[src/rtl/popcnt_class.sv]
// popcnt_class: two-stage population-count classifier with valid/ready handshake.
// Optional feature: define POPCNT_CLASS_FRAME_EN to accumulate counts across the
// beats of a frame. The last beat is marked by in_last, and only that beat
// produces an output.
// Ports:
//   clk, rst_n              clock and synchronous active-low reset
//   in_vld/in_rdy           input beat handshake
//   in_x, in_inv, in_last   data word, count-zeros control, frame end marker
//   out_vld/out_rdy         result handshake
//   out_cnt                 saturated count
//   out_has_set_0/1/_more_than_1, out_ge_th   count classification flags
//   out_sat                 accumulator saturated within the frame
module popcnt_class #(
  parameter int unsigned W  = 32,
  parameter int unsigned CW = 16,
  parameter int unsigned TH = 2
) (
  input  logic          clk,
  input  logic          rst_n,
  input  logic          in_vld,
  output logic          in_rdy,
  input  logic [W-1:0]  in_x,
  input  logic          in_inv,
  input  logic          in_last,
  output logic          out_vld,
  input  logic          out_rdy,
  output logic [CW-1:0] out_cnt,
  output logic          out_has_set_0,
  output logic          out_has_set_1,
  output logic          out_has_set_more_than_1,
  output logic          out_ge_th,
  output logic          out_sat
);

  localparam logic [CW-1:0] CNT_MAX = '1;

  logic          s1_vld;
  logic [CW-1:0] s1_pc;
  logic          s2_adv;
  logic          s1_adv;
  logic [W-1:0]  x_cond;
  logic [CW-1:0] pc;
  logic [CW-1:0] sum_sat;
  logic          sat_nxt;
  logic          emit;
  logic          is_0;
  logic          is_1;

  // Stage advance terms. in_rdy depends only on registered state and out_rdy.
  assign s2_adv = ~out_vld | out_rdy;
  assign s1_adv = s1_vld & s2_adv;
  assign in_rdy = ~s1_vld | s2_adv;

  // Conditional inversion followed by the population count.
  always_comb begin
    x_cond = in_x ^ {W{in_inv}};
    pc     = '0;
    for (int i = 0; i < W; i++) begin
      pc = pc + CW'(x_cond[i]);
    end
  end

`ifdef POPCNT_CLASS_FRAME_EN
  logic          s1_last;
  logic [CW-1:0] acc;
  logic          frame_sat;
  logic [CW:0]   sum_w;
  logic          sum_ovf;

  // The sum is one bit wider than acc, so saturation is detected without wrap.
  always_comb begin
    sum_w   = {1'b0, acc} + {1'b0, s1_pc};
    sum_ovf = (sum_w > {1'b0, CNT_MAX});
    sum_sat = sum_ovf ? CNT_MAX : sum_w[CW-1:0];
    sat_nxt = sum_ovf | frame_sat;
    emit    = s1_last;
  end

  // Frame state: running sum and sticky saturation. Both clear once the last beat leaves S1.
  always_ff @(posedge clk) begin
    if (!rst_n) begin
      acc       <= '0;
      frame_sat <= 1'b0;
      s1_last   <= 1'b0;
    end else begin
      if (in_rdy && in_vld) begin
        s1_last <= in_last;
      end
      if (s1_adv) begin
        if (s1_last) begin
          acc       <= '0;
          frame_sat <= 1'b0;
        end else begin
          acc       <= sum_sat;
          frame_sat <= sat_nxt;
        end
      end
    end
  end
`else
  logic unused_last;
  assign unused_last = in_last;

  // Every beat is a result on its own. pc never exceeds W, so it cannot saturate.
  always_comb begin
    sum_sat = s1_pc;
    sat_nxt = 1'b0;
    emit    = 1'b1;
  end
`endif

  assign is_0 = (sum_sat == '0);
  assign is_1 = (sum_sat == CW'(1));

  // S1: capture the beat count whenever the stage can take a new beat.
  always_ff @(posedge clk) begin
    if (!rst_n) begin
      s1_vld <= 1'b0;
      s1_pc  <= '0;
    end else if (in_rdy) begin
      s1_vld <= in_vld;
      if (in_vld) begin
        s1_pc <= pc;
      end
    end
  end

  // S2: output registers. They are held while out_vld & ~out_rdy.
  always_ff @(posedge clk) begin
    if (!rst_n) begin
      out_vld                 <= 1'b0;
      out_cnt                 <= '0;
      out_has_set_0           <= 1'b1;
      out_has_set_1           <= 1'b0;
      out_has_set_more_than_1 <= 1'b0;
      out_ge_th               <= 1'b0;
      out_sat                 <= 1'b0;
    end else if (s2_adv) begin
      out_vld <= s1_adv & emit;
      if (s1_adv && emit) begin
        out_cnt                 <= sum_sat;
        out_has_set_0           <= is_0;
        out_has_set_1           <= is_1;
        out_has_set_more_than_1 <= ~(is_0 | is_1);
        out_ge_th               <= (32'(sum_sat) >= 32'(TH));
        out_sat                 <= sat_nxt;
      end
    end
  end

endmodule
[config.mk]
export PLATFORM = sky130hd
export DESIGN_NAME = popcnt_class
export DESIGN_NICKNAME = d
export VERILOG_FILES = /design/src/rtl/popcnt_class.sv
export SDC_FILE = /design/constraint.sdc
export NUM_CORES = 1
export LEC_CHECK = 0
export ABC_CLOCK_PERIOD_IN_PS = 6900
export CAP_MARGIN = 25
export CORE_MARGIN = 10
export CORE_UTILIZATION = 48
export CTS_BUF_LIST = sky130_fd_sc_hd__clkbuf_8
export DETAILED_ROUTE_END_ITERATION = 12
export GPL_TIMING_DRIVEN = 0
export PLACE_DENSITY = 0.83
export SLEW_MARGIN = 5
export SYNTH_ARGS = -nofsm -noshare
export SYNTH_HDL_FRONTEND = slang
export SYNTH_SLANG_ARGS = --single-unit
[constraint.sdc]
create_clock -name clk -period 6.9 [get_ports clk]
set_input_delay 1.38 -clock clk [delete_from_list [all_inputs] [get_ports clk]]
set_output_delay 1.38 -clock clk [all_outputs]
set_load 0.05 [all_outputs]
==> results.md, run 1 <==
- Status: finished clean
- CTS tree: built
- First-pass GRT wire length: 6330 microns
- Antenna Cells: 0
- Crit path to: s1_pc[4]
- Synth-to-Final Area Change: 34.1%
- DRT Pass-1 Iters: 4
- Worst slew margin: 0.658
- Via/cell ratio: 4.58
- Site Rows: 22
- Clock buffer depth: 2
- Core ar.: 3660 sq um
- Crit path launch type: input port
- Asr flop ratio synth: 0
- Placer Congestion: 0.764
- I/O Buffers: 47
- Largest net degree at the start of global routing: 11
- Postcts setup bufs: 0
- VDD IR max: 382 uV
- Crit Path Max Fanout: 10
- Filler cells: 303
- Ys flop type: dfxtp_1
- Reg area: 360 sq um
- FF-to-FF End: out_has_set_1
- Worst EP required: 7100 ps
- Cells after Synth: 197
- Hpwl dp: 3360 microns
- Worst-Margin Slew: 512 ps
- Reg-to-Reg Start: s1_pc[3]
- Worst skew pair latency: 250 ps
- I/O pin cnt: 61
- CP startpoint: in_inv
- Final count of negative-setup-slack endpoints: 0
- Leak pwr: 1.08 nW
- Unrepaired setup endpoints after global routing: false
- Post-synthesis sequential area ratio: 0.197
- Minimum clock period after layout: 6440 ps
- Post-synth EDFFs: 0
- Resize count post-CTS: 0
- Worst Setup End Kind: flop
- Peak Freq: 0.155 GHz
- Total Nets Final: 328
- Ys Warns: 0
- Final setup TNS: 0 ps
- Number of synthesized register bits: 18
- Die area: 6670 sq um
- DRT antenna net count: 0
- GRT Resource Usage Total: 0.118
- Share of the clock period used by the worst path: 0.933
- DRT iter0 DRCs: 44
- CTS H-Tree Depth: 1
- WS Path Type: in2reg
- PD cells: 537 nW/um^2
- Drt total wl: 3760 microns
- Crit path arrival time: 6640 ps
- Num CTS Buffers: 3
- DRC Markers: 0
- Area of the multi-input gates: 1260 sq um
- Antenna violations before repair: 0
- Distinct cells, synth: 32
- Final hold violation count: 0
- Avg WL per Cell: 12.3 microns
- Vias: 1400
- Share of cells above drive strength 1: 0.0930
- Max-Cap Viols: 0
- Setup slack, reg-to-reg: 5690 ps
- Root Buffer: clkbuf_8
- Setup Skew: 2.14 ps
- Fin Hold WS: 453 ps
- CTS Sinks: 18
- Netlist Area Pre-Place: 1830 sq um
- Die Ht: 81.7 microns
- Hold_buf cts: 0
- Slew Limit Fails: 0
- Worst r2r path cells: 4
- DIE WIDTH: 81.7 microns
- Post-Syn Area per Cell: 9.27 sq um
- Clk slew on worst S/H paths: 70 ps
- Vias in the first global route: 1519
- Total grt overflow: 0
- Hold WC Path Type: reg2reg
- Initial cell density of the core: 0.499
-- per-layer routing --
layer | GRT usage | vias up | share of wire | wire (microns)
met3 | 0.0273 | 0 | 0.056 | 211
met5 | 0 | - | 0 | 0
met1 | 0.126 | 661 | 0.38 | 1430
met2 | 0.230 | 29 | 0.56 | 2120
met4 | 0.0204 | 0 | 0 | 0
li1 | - | 710 | - | -
-- how the worst min path moves through the flow --
stage | depth (start not counted) | end | from
floorplan | 2 | s1_pc[2] | s1_pc[2]
global placement | 2 | out_has_set_1 | out_has_set_1
detailed placement | 2 | out_has_set_1 | out_has_set_1
CTS | 2 | out_has_set_1 | out_has_set_1
global route | 2 | out_cnt[4] | out_cnt[4]
finish | 2 | out_has_set_1 | out_has_set_1
-- flip-flops by register name (all words and copies together), names as in the netlist --
name,flops
out_cnt,6
s1_pc,6
out_ge_th,1
out_has_set_0,1
out_has_set_1,1
out_has_set_more_than_1,1
out_vld,1
s1_vld,1
-- through the flow --
step,utilization,total power [mW],cells,setup slack (ps),cell area (sq um)
2_1_floorplan,-,1.02,207,452,1860
4_1_cts,0.669,1.34,306,431,2450
3_3_place_gp,0.654,1.18,302,218,2390
6_report,0.669,1.32,306,461,2450
3_5_place_dp,0.654,1.24,302,170,2390
5_1_grt,0.669,1.56,306,139,2450
-- cells in the mapped netlist (all sizes together), types with 3 or more instances --
cell type   n  area, sq um
a21boi     11         82.6
a21oi       3         15.0
buf        18          129
dfxtp      18          360
fa         24          480
ha          7         87.6
inv        28          105
nand2      16         62.6
nand2b      3         18.8
nand3      10         50.1
nor2       10         37.5
xnor2      14          123
xor2       18          158
-- logic make-up after synthesis --
kind of cell               Yosys count  share of synthesized area
other                                1                    0.00205
and+or+nand+nor                     45                      0.116
DFF                                 18                      0.197
AOI/OAI and AO/OA                   21                     0.0816
adders and majority gates           31                      0.311
buffers and inverters               48                      0.132
xor gates and xnor gates            32                      0.154
muxes                                1                    0.00617
-- layout by cell type (no fill, tap or decap), types with 2 or more instances in the layout --
cell type / instances
a21boi_0: 10
a21oi_1: 3
buf_2: 4
buf_4: 13
clkbuf_1: 2
clkbuf_8: 4
clkdlybuf4s50_1: 47
conb_1: 11
dfxtp_1: 18
fa_1: 24
ha_1: 7
inv_1: 28
nand2_1: 15
nand2b_1: 3
nand3_1: 10
nor2_1: 10
o21ai_0: 2
xnor2_1: 14
xor2_1: 18
-- cell type report --
cell class,count,share of cell area
buffer,20,0.0557
clock buffer,4,0.0225
inverter,28,0.0429
multi-input combinational,141,0.515
sequential,18,0.147
tap,48,0.0245
timing repair buffer,47,0.192
-- critical path: stages --
cell and delay (ps):
clkbuf_1 170, buf_2 310, xnor2_1 140, fa_1 550
inv_1 60, fa_1 510, fa_1 530, fa_1 540
inv_1 60, fa_1 500, fa_1 480, inv_1 60
ha_1 170, inv_1 60, fa_1 380, nand2b_1 180
a21oi_1 150, mux2_2 350, nand2_1 50
-- where the power goes --
group / internal, mW / total [mW] / switching (mW)
clock: 0.0507 / 0.0850 / 0.0344
sequential: 0.123 / 0.133 / 0.00998
combinational: 0.499 / 1.10 / 0.598
No activity file was read; power rests on OpenSTA's default activity.
==> run 2: changes to the inputs <==
==> config.mk (replaced) <==
export PLATFORM = sky130hd
export DESIGN_NAME = popcnt_class
export DESIGN_NICKNAME = d
export VERILOG_FILES = /design/src/rtl/popcnt_class.sv
export SDC_FILE = /design/constraint.sdc
export NUM_CORES = 1
export LEC_CHECK = 0
export ABC_CLOCK_PERIOD_IN_PS = 7800
export CORE_MARGIN = 10
export CORE_UTILIZATION = 51
export CTS_BUF_LIST = sky130_fd_sc_hd__clkbuf_8
export DETAILED_ROUTE_END_ITERATION = 12
export GPL_TIMING_DRIVEN = 0
export PLACE_DENSITY = 0.88
export SLEW_MARGIN = 5
export SYNTH_ARGS = -nofsm -noshare
export SYNTH_HDL_FRONTEND = slang
export SYNTH_SLANG_ARGS = --single-unit
==> constraint.sdc (replaced) <==
create_clock -name clk -period 7.8 [get_ports clk]
set_input_delay 1.56 -clock clk [delete_from_list [all_inputs] [get_ports clk]]
set_output_delay 1.56 -clock clk [all_outputs]
set_load 0.05 [all_outputs]
==> results.md, run 2 (synthesis gave the netlist of run 1 again) <==
- Num CTS Buffers: 3
- Routed wl met3: 235 microns
- I/O pin cnt: 61
- Filler cells: 250
- Worst slew margin: 0.651
- Share of cells above drive strength 1: 0.0930
- Leak pwr: 1.08 nW
- Worst skew pair latency: 260 ps
- Drt total wl: 3870 microns
- Root Buffer: clkbuf_8
- VDD IR max: 398 uV
- PD cells: 476 nW/um^2
- Worst Setup End Kind: flop
- Share of the clock period used by the worst path: 0.849
- Hold WC Path Type: reg2reg
- DRT antenna net count: 0
- Resize count post-CTS: 0
- DRC Markers: 0
- Largest registers: out_cnt: 6 flops, s1_pc: 6 flops
- Minimum clock period after layout: 6620 ps
- Peak Freq: 0.151 GHz
- Commonest non-fill, non-tap cell in the layout: clkdlybuf4s50_1
- Sw Ratio: 0.490
- Vias in the first global route: 1542
- Avg WL per Cell: 12.7 microns
- DRT iter0 DRCs: 41
- Antenna violations before repair: 0
- DRT Pass-1 Iters: 4
- Total Nets Final: 328
- Slew Limit Fails: 0
- Vias: 1427
- Clock buffer depth: 2
- Pre-CTS setup slack: 898 ps
- Met2 Routed Length: 2140 microns
- First-pass GRT wire length: 6720 microns
- Largest net degree at the start of global routing: 11
- Final Power: 1.16 mW
- Unrepaired setup endpoints after global routing: false
- Hpwl dp: 3310 microns
- Final count of negative-setup-slack endpoints: 0
- M1 wire length: 1430 microns
- Highest routed layer: met4
- Initial cell density of the core: 0.539
- Crit path launch type: input port
- Total grt overflow: 0
- Postcts setup bufs: 0
- Die Ht: 79.8 microns
- Max-Cap Viols: 0
- DIE WIDTH: 79.8 microns
- Reg-to-Reg Start: s1_pc[4]
- CTS Sinks: 18
- Final setup TNS: 0 ps
- Placer Congestion: 0.819
- Die area: 6370 sq um
- Setup Skew: 1.83 ps
- Crit Path Max Fanout: 10
- CP startpoint: in_inv
- Crit path arrival time: 6830 ps
- P_sw: 571 uW
- Clk slew on worst S/H paths: 70 ps
- GRT Resource Usage Total: 0.128
- Status: finished clean
- Antenna Cells: 0
- Cell internal pwr: 593 uW
- CTS tree: built
- Hold_buf cts: 0
- Worst-Margin Slew: 522 ps
- Combinational Power Share: 0.833
- Via/cell ratio: 4.69
- Synth-to-Final Area Change: 34.0%
- Worst EP required: 8000 ps
- Final hold violation count: 0
- CTS H-Tree Depth: 1
- I/O Buffers: 47
- Clk pwr share: 0.065
- Worst hold start: out_has_set_1
- Seq pwr share: 0.101
- Most frequent cells in the layout: clkdlybuf4s50_1, inv_1, fa_1, xor2_1, dfxtp_1
- WS Path Type: in2reg
- Core ar.: 3390 sq um
- Site Rows: 21
- PnR worst setup slack: 1180 ps
==> run 2: path summary, 6_finish.rpt <==
| kind | endpoint | slack [ps] | depth (start not counted) |
|---|---|---|---|
| worst max-delay path | s1_pc[4] | 1180 | 19 |
| worst min-delay path | out_has_set_1 | 450 | 2 |
| worst max register to register | out_has_set_1 | 6590 | 4 |
| worst min register to register | out_has_set_1 | 450 | 2 |
==> run 2: cell type report <==
class                      count  area [sq um]  area share
buffer                        20           136      0.0558
clock buffer                   4          55.1      0.0225
inverter                      28           105      0.0430
multi-input combinational    141          1260       0.516
sequential                    18           360       0.147
tap                           46          57.6      0.0235
timing repair buffer          47           470       0.192
==> run 2: routing by layer <==
| layer | vias up | GRT usage |
|---|---|---|
| met4 | 0 | 0.0423 |
| met2 | 39 | 0.241 |
| li1 | 708 | - |
| met3 | 10 | 0.0372 |
| met1 | 670 | 0.132 |
| met5 | - | 0 |
==> run 2: stage by stage <==
step / instances / util / instance area [sq um] / hold slack (ps)
2_1_floorplan: 207 / - / 1860 / 455
3_3_place_gp: 300 / 0.705 / 2390 / 440
3_5_place_dp: 300 / 0.705 / 2390 / 441
4_1_cts: 304 / 0.722 / 2450 / 450
5_1_grt: 304 / 0.722 / 2450 / 467
6_report: 304 / 0.722 / 2450 / 447
==> run 2: critical path: stages <==
cell and delay (ps):
clkbuf_1 180, buf_2 310, xnor2_1 150, fa_1 550, inv_1 60, fa_1 500
fa_1 520, fa_1 540, inv_1 50, fa_1 500, fa_1 490, inv_1 70
ha_1 170, inv_1 60, fa_1 380, nand2b_1 180, a21oi_1 160, mux2_2 350
nand2_1 50
==> run 2: power groups by stage <==
stage	clock network, mW	registers, mW	logic (mW)
2_1_floorplan	0	0.133	0.770
3_3_place_gp	0	0.119	0.924
3_5_place_dp	0	0.120	0.974
4_1_cts	0.0766	0.118	0.981
5_1_grt	0.0804	0.120	1.14
6_report	0.0761	0.118	0.970
